--- config.mk ---
export PLATFORM = sky130hd
export DESIGN_NAME = regbank_fwd
export DESIGN_NICKNAME = d
export VERILOG_FILES = /design/src/rtl/regbank_fwd.sv
export SDC_FILE = /design/constraint.sdc
export NUM_CORES = 1
export LEC_CHECK = 0
export CORE_AREA = 10 10 246 248
export DETAILED_ROUTE_END_ITERATION = 12
export DIE_AREA = 0 0 256 258
export PLACE_DENSITY_LB_ADDON = 0.25
export SYNTH_ARGS = -nofsm -noshare
export SYNTH_HDL_FRONTEND = slang
export SYNTH_SLANG_ARGS = --single-unit
--- constraint.sdc ---
create_clock -name clk -period 1.5 [get_ports clk]
set_input_delay 0.3 -clock clk [delete_from_list [all_inputs] [get_ports clk]]
set_output_delay 0.3 -clock clk [all_outputs]
set_load 0.03 [all_outputs]
--- src/rtl/regbank_fwd.sv ---
// regbank_fwd: register file with write-through read ports, per-operand
// forwarding muxes, registered EX operands and a pending-write scoreboard.
// Ports: clk, rst_n (async, active low); ra/rb read addresses;
//   we/rw/wdata write-back; ans_ex/ans_dm/ans_wb forwarded results;
//   imm immediate; sel_a/sel_b (00 reg, 01 ex, 10 dm, 11 wb);
//   imm_sel (B = imm); hold freezes a/b and blocks issue;
//   issue_vld/issue_rd mark a destination pending; a/b operands;
//   hazard (comb) and pend_cnt (registered count of pending regs).
// Optional macro REGBANK_SCOREBOARD_EN enables the scoreboard;
// without it hazard and pend_cnt are tied 0 and issue is ignored.
module regbank_fwd #(
  parameter int DATA_W  = 16,
  parameter int ADDR_W  = 5,
  parameter int NREGS   = 32,
  parameter int R0_ZERO = 1
) (
  input  logic              clk,
  input  logic              rst_n,
  input  logic [ADDR_W-1:0] ra,
  input  logic [ADDR_W-1:0] rb,
  input  logic              we,
  input  logic [ADDR_W-1:0] rw,
  input  logic [DATA_W-1:0] wdata,
  input  logic [DATA_W-1:0] ans_ex,
  input  logic [DATA_W-1:0] ans_dm,
  input  logic [DATA_W-1:0] ans_wb,
  input  logic [DATA_W-1:0] imm,
  input  logic [1:0]        sel_a,
  input  logic [1:0]        sel_b,
  input  logic              imm_sel,
  input  logic              hold,
  input  logic              issue_vld,
  input  logic [ADDR_W-1:0] issue_rd,
  output logic [DATA_W-1:0] a,
  output logic [DATA_W-1:0] b,
  output logic              hazard,
  output logic [ADDR_W:0]   pend_cnt
);

  localparam logic [ADDR_W:0] NR = (ADDR_W+1)'(NREGS);
  localparam bit R0Z = (R0_ZERO != 0);

  logic [DATA_W-1:0] regs [NREGS];
  logic [DATA_W-1:0] rd_a, rd_b;
  logic [DATA_W-1:0] mux_a, mux_b;
  logic              wr_ok;
  logic              go;

  function automatic logic in_rng(
    input logic [ADDR_W-1:0] x
  );
    return {1'b0, x} < NR;
  endfunction

  function automatic logic is_r0(
    input logic [ADDR_W-1:0] x
  );
    return R0Z && (x == '0);
  endfunction

  function automatic logic [DATA_W-1:0] fwd(
    input logic [1:0]        s,
    input logic [DATA_W-1:0] r,
    input logic [DATA_W-1:0] ex,
    input logic [DATA_W-1:0] dm,
    input logic [DATA_W-1:0] wb
  );
    logic [DATA_W-1:0] v;
    unique case (s)
      2'b00:   v = r;
      2'b01:   v = ex;
      2'b10:   v = dm;
      default: v = wb;
    endcase
    return v;
  endfunction

  assign wr_ok = we && in_rng(rw) && !is_r0(rw);

  always_ff @(posedge clk or negedge rst_n) begin
    if (!rst_n) begin
      for (int i = 0; i < NREGS; i++)
        regs[i] <= '0;
    end else if (wr_ok) begin
      regs[rw] <= wdata;
    end
  end

  // Same-cycle write-back is visible to the readers.
  always_comb begin
    rd_a = '0;
    rd_b = '0;
    if (in_rng(ra) && !is_r0(ra))
      rd_a = (wr_ok && rw == ra) ? wdata : regs[ra];
    if (in_rng(rb) && !is_r0(rb))
      rd_b = (wr_ok && rw == rb) ? wdata : regs[rb];
  end

  always_comb begin
    mux_a = fwd(sel_a, rd_a, ans_ex, ans_dm, ans_wb);
    mux_b = fwd(sel_b, rd_b, ans_ex, ans_dm, ans_wb);
    if (imm_sel)
      mux_b = imm;
  end

`ifdef REGBANK_SCOREBOARD_EN
  logic [NREGS-1:0] pending;
  logic [NREGS-1:0] pend_nxt;
  logic [ADDR_W:0]  cnt_nxt;
  logic             pend_a, pend_b;
  logic             haz_a, haz_b;
  logic             issue_ok;

  always_comb begin
    pend_a = 1'b0;
    pend_b = 1'b0;
    if (in_rng(ra)) pend_a = pending[ra];
    if (in_rng(rb)) pend_b = pending[rb];
  end

  // A write-back landing this cycle covers the pending source.
  assign haz_a = (sel_a == 2'b00) && pend_a
              && !(we && rw == ra);
  assign haz_b = !imm_sel && (sel_b == 2'b00) && pend_b
              && !(we && rw == rb);
  assign hazard = haz_a | haz_b;

  assign issue_ok = issue_vld && !hold && !hazard
                 && in_rng(issue_rd) && !is_r0(issue_rd);

  // Set wins over a same-cycle clear of the same register.
  always_comb begin
    pend_nxt = pending;
    cnt_nxt  = '0;
    for (int i = 0; i < NREGS; i++) begin
      if (we && rw == ADDR_W'(i))
        pend_nxt[i] = 1'b0;
      if (issue_ok && issue_rd == ADDR_W'(i))
        pend_nxt[i] = 1'b1;
      cnt_nxt = cnt_nxt + {{ADDR_W{1'b0}}, pend_nxt[i]};
    end
  end

  always_ff @(posedge clk or negedge rst_n) begin
    if (!rst_n) begin
      pending  <= '0;
      pend_cnt <= '0;
    end else begin
      pending  <= pend_nxt;
      pend_cnt <= cnt_nxt;
    end
  end
`else
  logic unused_issue;

  assign unused_issue = ^{issue_vld, issue_rd};
  assign hazard   = 1'b0;
  assign pend_cnt = '0;
`endif

  assign go = !hold && !hazard;

  always_ff @(posedge clk or negedge rst_n) begin
    if (!rst_n) begin
      a <= '0;
      b <= '0;
    end else if (go) begin
      a <= mux_a;
      b <= mux_b;
    end
  end

endmodule

* Word level (Yosys, flattened, before mapping)
Cells that the tools add are included.
Word-level totals: logic and storage cells 73, output and inout port bits 39, register bits 544
Cells by class: reductions and logical operators 10, multiplexer cells 16, eq/ne operators 6, bitwise logic cells 3, order comparisons 4
Operators by type and width (count):
- 512-bit bitwise mux | 1
- 16-bit binary-select mux with 5-bit select | 2
- 16-bit 2-to-1 mux | 10
- 16-bit case mux with 3 select lines | 2
- 16-bit demux with 5-bit select | 1
- 6-bit greater-or-equal comparator (second input constant) | 3
- 5-bit inverter with 6-bit output | 3
- 5-bit zero test | 3
- 5-bit equality test | 2
- 6-bit by 1-bit less-than comparator with 1-bit output (second input constant) | 1
- 2-bit by 1-bit equality test with 1-bit output (second input constant) | 2
- 2-bit equality test (second input constant) | 2
- 1-bit logical AND | 4
- 2-bit zero test | 2
- 1-bit zero test | 1

* Depth between registers and ports, before layout
depth after elaboration 8, depth in mapped cells 9, gate-level depth less buffers 5

* Worst setup path before layout
No wires, ideal clock.
kind input to register, from input port ra[2], to register a[0], data required time 1.372 ns, slack -0.552 ns, data arrival time 1.924 ns, cell stages on the path 7, buffers on the path 3, cells stage by stage buf_2 > buf_2 > buf_1 > mux4_2 > mux4_2 > o2111ai_1 > o21ai_1
Between the ends: longest elaborated chain between the ends 7, elaborated cells on any way between the ends 10, those cells by class eq/ne (1); mux (6); bitwise (1); reduce/logical (2)
RTL lines:
- from (decl) | line 19 | input logic [ADDR_W-1:0] ra,
- 5-bit inverter with 6-bit output (not written as such) | line 94 | rd_a = (wr_ok && rw == ra) ? wdata : regs[ra];
- 16-bit binary-select mux with 5-bit select | line 94
- 16-bit 2-to-1 mux (not written as such) (2 in a row) | line 94
- 16-bit 2-to-1 mux | line 94
- 16-bit 2-to-1 mux (*) | line 93 | if (in_rng(ra) && !is_r0(ra))
- 16-bit case mux with 3 select lines (*) | line 69 | unique case (s)
- to (signal assigned) | line 168 | a <= mux_a;
- to (decl) | line 34 | output logic [DATA_W-1:0] a,
Every way passes the cells marked *; elsewhere a longest branch is shown, timed or not. The select of a mux whose other input is x is not followed. A chain may end at the register's enable or synchronous reset.

* Final worst setup path
from register regs[31] (netlist bit), to register a[15]
Between the ends: longest elaborated chain between the ends 6
RTL lines:
- from (decl) | line 43 | logic [DATA_W-1:0] regs [NREGS];
- from (signal, indexed assignment) | line 85 | regs[rw] <= wdata;
- 16-bit binary-select mux with 5-bit select | line 94
- 16-bit 2-to-1 mux (not written as such) (2 in a row) | line 94
- 16-bit 2-to-1 mux | line 94
- 16-bit 2-to-1 mux | line 93
- 16-bit case mux with 3 select lines | line 69
Every way passes these cells. The select of a mux whose other input is x is not followed.

==> results.sh <==
export IMPL_status="finished, violations left"
export IMPL_violations="setup timing"
export IMPL_drc_errors=0
export IMPL_synth_edff_count=0
export IMPL_finClkSkew_ps=14.02
export IMPL_critical_path_class="reg -> reg"
export IMPL_p_switching_mw=13.90
export IMPL_ys_async_sr_fraction_pct=100.0
export IMPL_yosys_warnings=0
export IMPL_setup_tns_ps=-7231
export IMPL_fin_crit_sh_pct=118.3
export IMPL_tritoncts="built"
export IMPL_cts_buffer_depth=3
export IMPL_r2r_start="regs[31]"
export IMPL_firstDrtPassIters=5
export IMPL_synth_distinct_cells=48
export IMPL_rows=87
export IMPL_synthesis_area_um2=30210
export IMPL_grt_pass1_wl_um=158900
export IMPL_timing_hold_ws_ps=135.0
export IMPL_crit_arrival_ps=2280
export IMPL_crit_fanout=2
export IMPL_synth_seq_cells=544
export IMPL_yosysTopAreaCell="dfrtp_1"
export IMPL_num_io_pins=149
export IMPL_setup_viol=49
export IMPL_drtIter0Drc=2439
export IMPL_postLayoutSetupSlackWorst_ps=-274.5
export IMPL_final_hold_viol_count=0
export IMPL_fmax_ghz=0.5636
export IMPL_p_sw_share_pct=28.07
export IMPL_grt_pass1_vias=24460
export IMPL_powerDensity_nw_per_um2=1193
export IMPL_ys_flop_type="dfrtp_1"
export IMPL_fin_area_um2=41520
export IMPL_internal_power_mw=35.62
export IMPL_critPathCaptureType="register"
export IMPL_grt_max_degree=77
export IMPL_worst_setup_path_start_kind="register"
export IMPL_slew_headroom_pct=61.35
export IMPL_ir_drop_v=0.0008988
export IMPL_gp_congestion=1.001
export IMPL_synth_common_cells="mux2_2 (560), dfrtp_1 (544), mux4_2 (240), clkbuf_1 (154), mux2i_1 (96)"
export IMPL_synthToLayoutAreaGrowth_pct=37.41
export IMPL_insertion_delay_ps=630
export IMPL_clk_pin_slew_ps=60
export IMPL_yosysMostFrequentCell="mux2_2"
export IMPL_port_buffers=135
export IMPL_placed_area_um2=38260
export IMPL_p_comb_share_pct=28.9
export IMPL_p_total_mw=49.52
export IMPL_drive_gt1_share_pct=62.32
export IMPL_tightest_slew_ps=573.6
export IMPL_initial_core_util_pct=54.21
export IMPL_die_h_um=258
export IMPL_r2r_setup_slack_ps=-270
export IMPL_fp_coreArea_um2=55730
export IMPL_cts_buffers=58
export IMPL_fin_crit_ps=1774
export IMPL_required_ps=2010
export IMPL_htreeDepth=2
export IMPL_nets=2803
export IMPL_grt_usage_pct=31.35
export IMPL_p_clk_share_pct=31.6
export IMPL_ant_nets=0
export IMPL_p_leak_nw=18.20
export IMPL_timing_rr_end="a[15]"
export IMPL_vias=22960
export IMPL_p_seq_share_pct=39.5
export IMPL_syn_avg_cell_area_um2=14.07
export IMPL_grt_antenna_before_repair=3
export IMPL_reg2reg_depth=4
export IMPL_overflow=0
export IMPL_viasPerCell=6.566
export IMPL_hp_class="in -> async"
export IMPL_routed_wl_um=104700
export IMPL_yosysSeqAreaShare_pct=45.06
export IMPL_place_hpwl_um=71590
export IMPL_die_w_um=256
export IMPL_dieArea_um2=66050
export IMPL_synth_top_cells_by_area="dfrtp_1 (45%), mux2_2 (21%), mux4_2 (18%)"
export IMPL_wl_per_cell_um=29.95
export IMPL_slew_viol_final=0
export IMPL_rsz0062_at_grt="yes"
export IMPL_synthCells=2147
export IMPL_synth_top_area_share_pct=45.06
export IMPL_cts_sink_count=544
export IMPL_fin_util_pct=74.49
export IMPL_n_fill_cell=3398
export IMPL_drv_cap=0
export IMPL_cts_root_buffer="clkbuf_16"
-- power by group through the flow --
stage | Sequential (mW) | Combinational [mW] | Clock [mW]
finish | 19.6 | 14.3 | 15.6
CTS | 19.4 | 13.9 | 15.8
floorplan | 19.1 | 7.72 | 0
detailed placement | 19.6 | 12.9 | 0
global route | 19.8 | 15.0 | 16.3
global placement | 19.4 | 12.5 | 0
-- through the flow --
stage	instances	setup slack [ps]
6_report	3496	-274.5
2_1_floorplan	2153	-480.1
4_1_cts	3488	-267.6
3_3_place_gp	3352	-912.3
3_5_place_dp	3352	-936.3
5_1_grt	3495	-358.0
-- per-layer routing --
layer	global-route usage [%]	vias up	wire length (um)
li1	-	9374	-
met1	43.42	12160	43160
met2	48.99	1213	49220
met3	6.076	210	8458
met4	11.16	2	3836
met5	0	-	17
-- layout by cell type, fill, tap and decap left out, drive strengths merged, types with 22 or more instances in the layout --
cell type / Yosys / layout
nand3: 23 / 23
nand2: 81 / 81
dfrtp: 544 / 544
buf: 95 / 632
nand3b: 22 / 22
mux4: 240 / 240
nor2: 39 / 39
o21ai: 64 / 64
clkbuf: 154 / 80
mux2i: 96 / 96
mux2: 560 / 560
a22oi: 32 / 32
clkdlybuf4s50: 0 / 87
-- worst max-delay path, stage by stage (launching register included) --
cell and delay [ps]:
dfrtp_1 400, mux4_2 540, mux4_2 560, o2111ai_2 90
o21ai_1 80
-- timing repair --
item                                    in CTS  in global routing
endpoints found under the setup margin     524                 59
hold endpoints to repair                   200                  0
gates cloned                                 1                  1
buffers inserted                            37                  8
pin swaps                                   83                 15
gates resized for setup                    355                 35
hold buffers                                 1                  0
-- worst max-delay path by stage --
stage              start    end  slack [ps]  depth (start not counted)
6_report        regs[31]  a[15]        -270                          4
5_1_grt        regs[441]   a[9]        -360                          6
4_1_cts        regs[394]  a[10]        -270                          5
3_5_place_dp       rw[0]  b[10]        -940                          8
3_3_place_gp       rw[0]  b[10]        -910                          8
2_1_floorplan      ra[1]  a[14]        -480                          8
-- cells by family after synthesis --
family	Yosys count	synth area share [%]
multiplexers	896	41.94
flip-flops	544	45.06
other	1	0.01241
XOR/XNOR	10	0.2899
AND/OR/NAND/NOR	214	3.537
buffers and inverters	251	3.673
AO/OA/AOI/OAI	231	5.487
-- sequential cells by signal (all words and copies together) (netlist names) --
register,flops
b,16
a,16
regs,512
-- cell type report --
cell class	instances	area, um2	area share, %
well taps	756	945.9	2.278
clock inverters	27	377.9	0.9102
clock buffers	79	1692	4.075
inverters	2	7.507	0.01808
multi-input cells	1359	17510	42.17
diodes	1	2.502	0.006028
flip-flops and latches	544	13610	32.79
repair buffers	728	7368	17.75
Note: power is estimated with default switching activity, not from simulation.
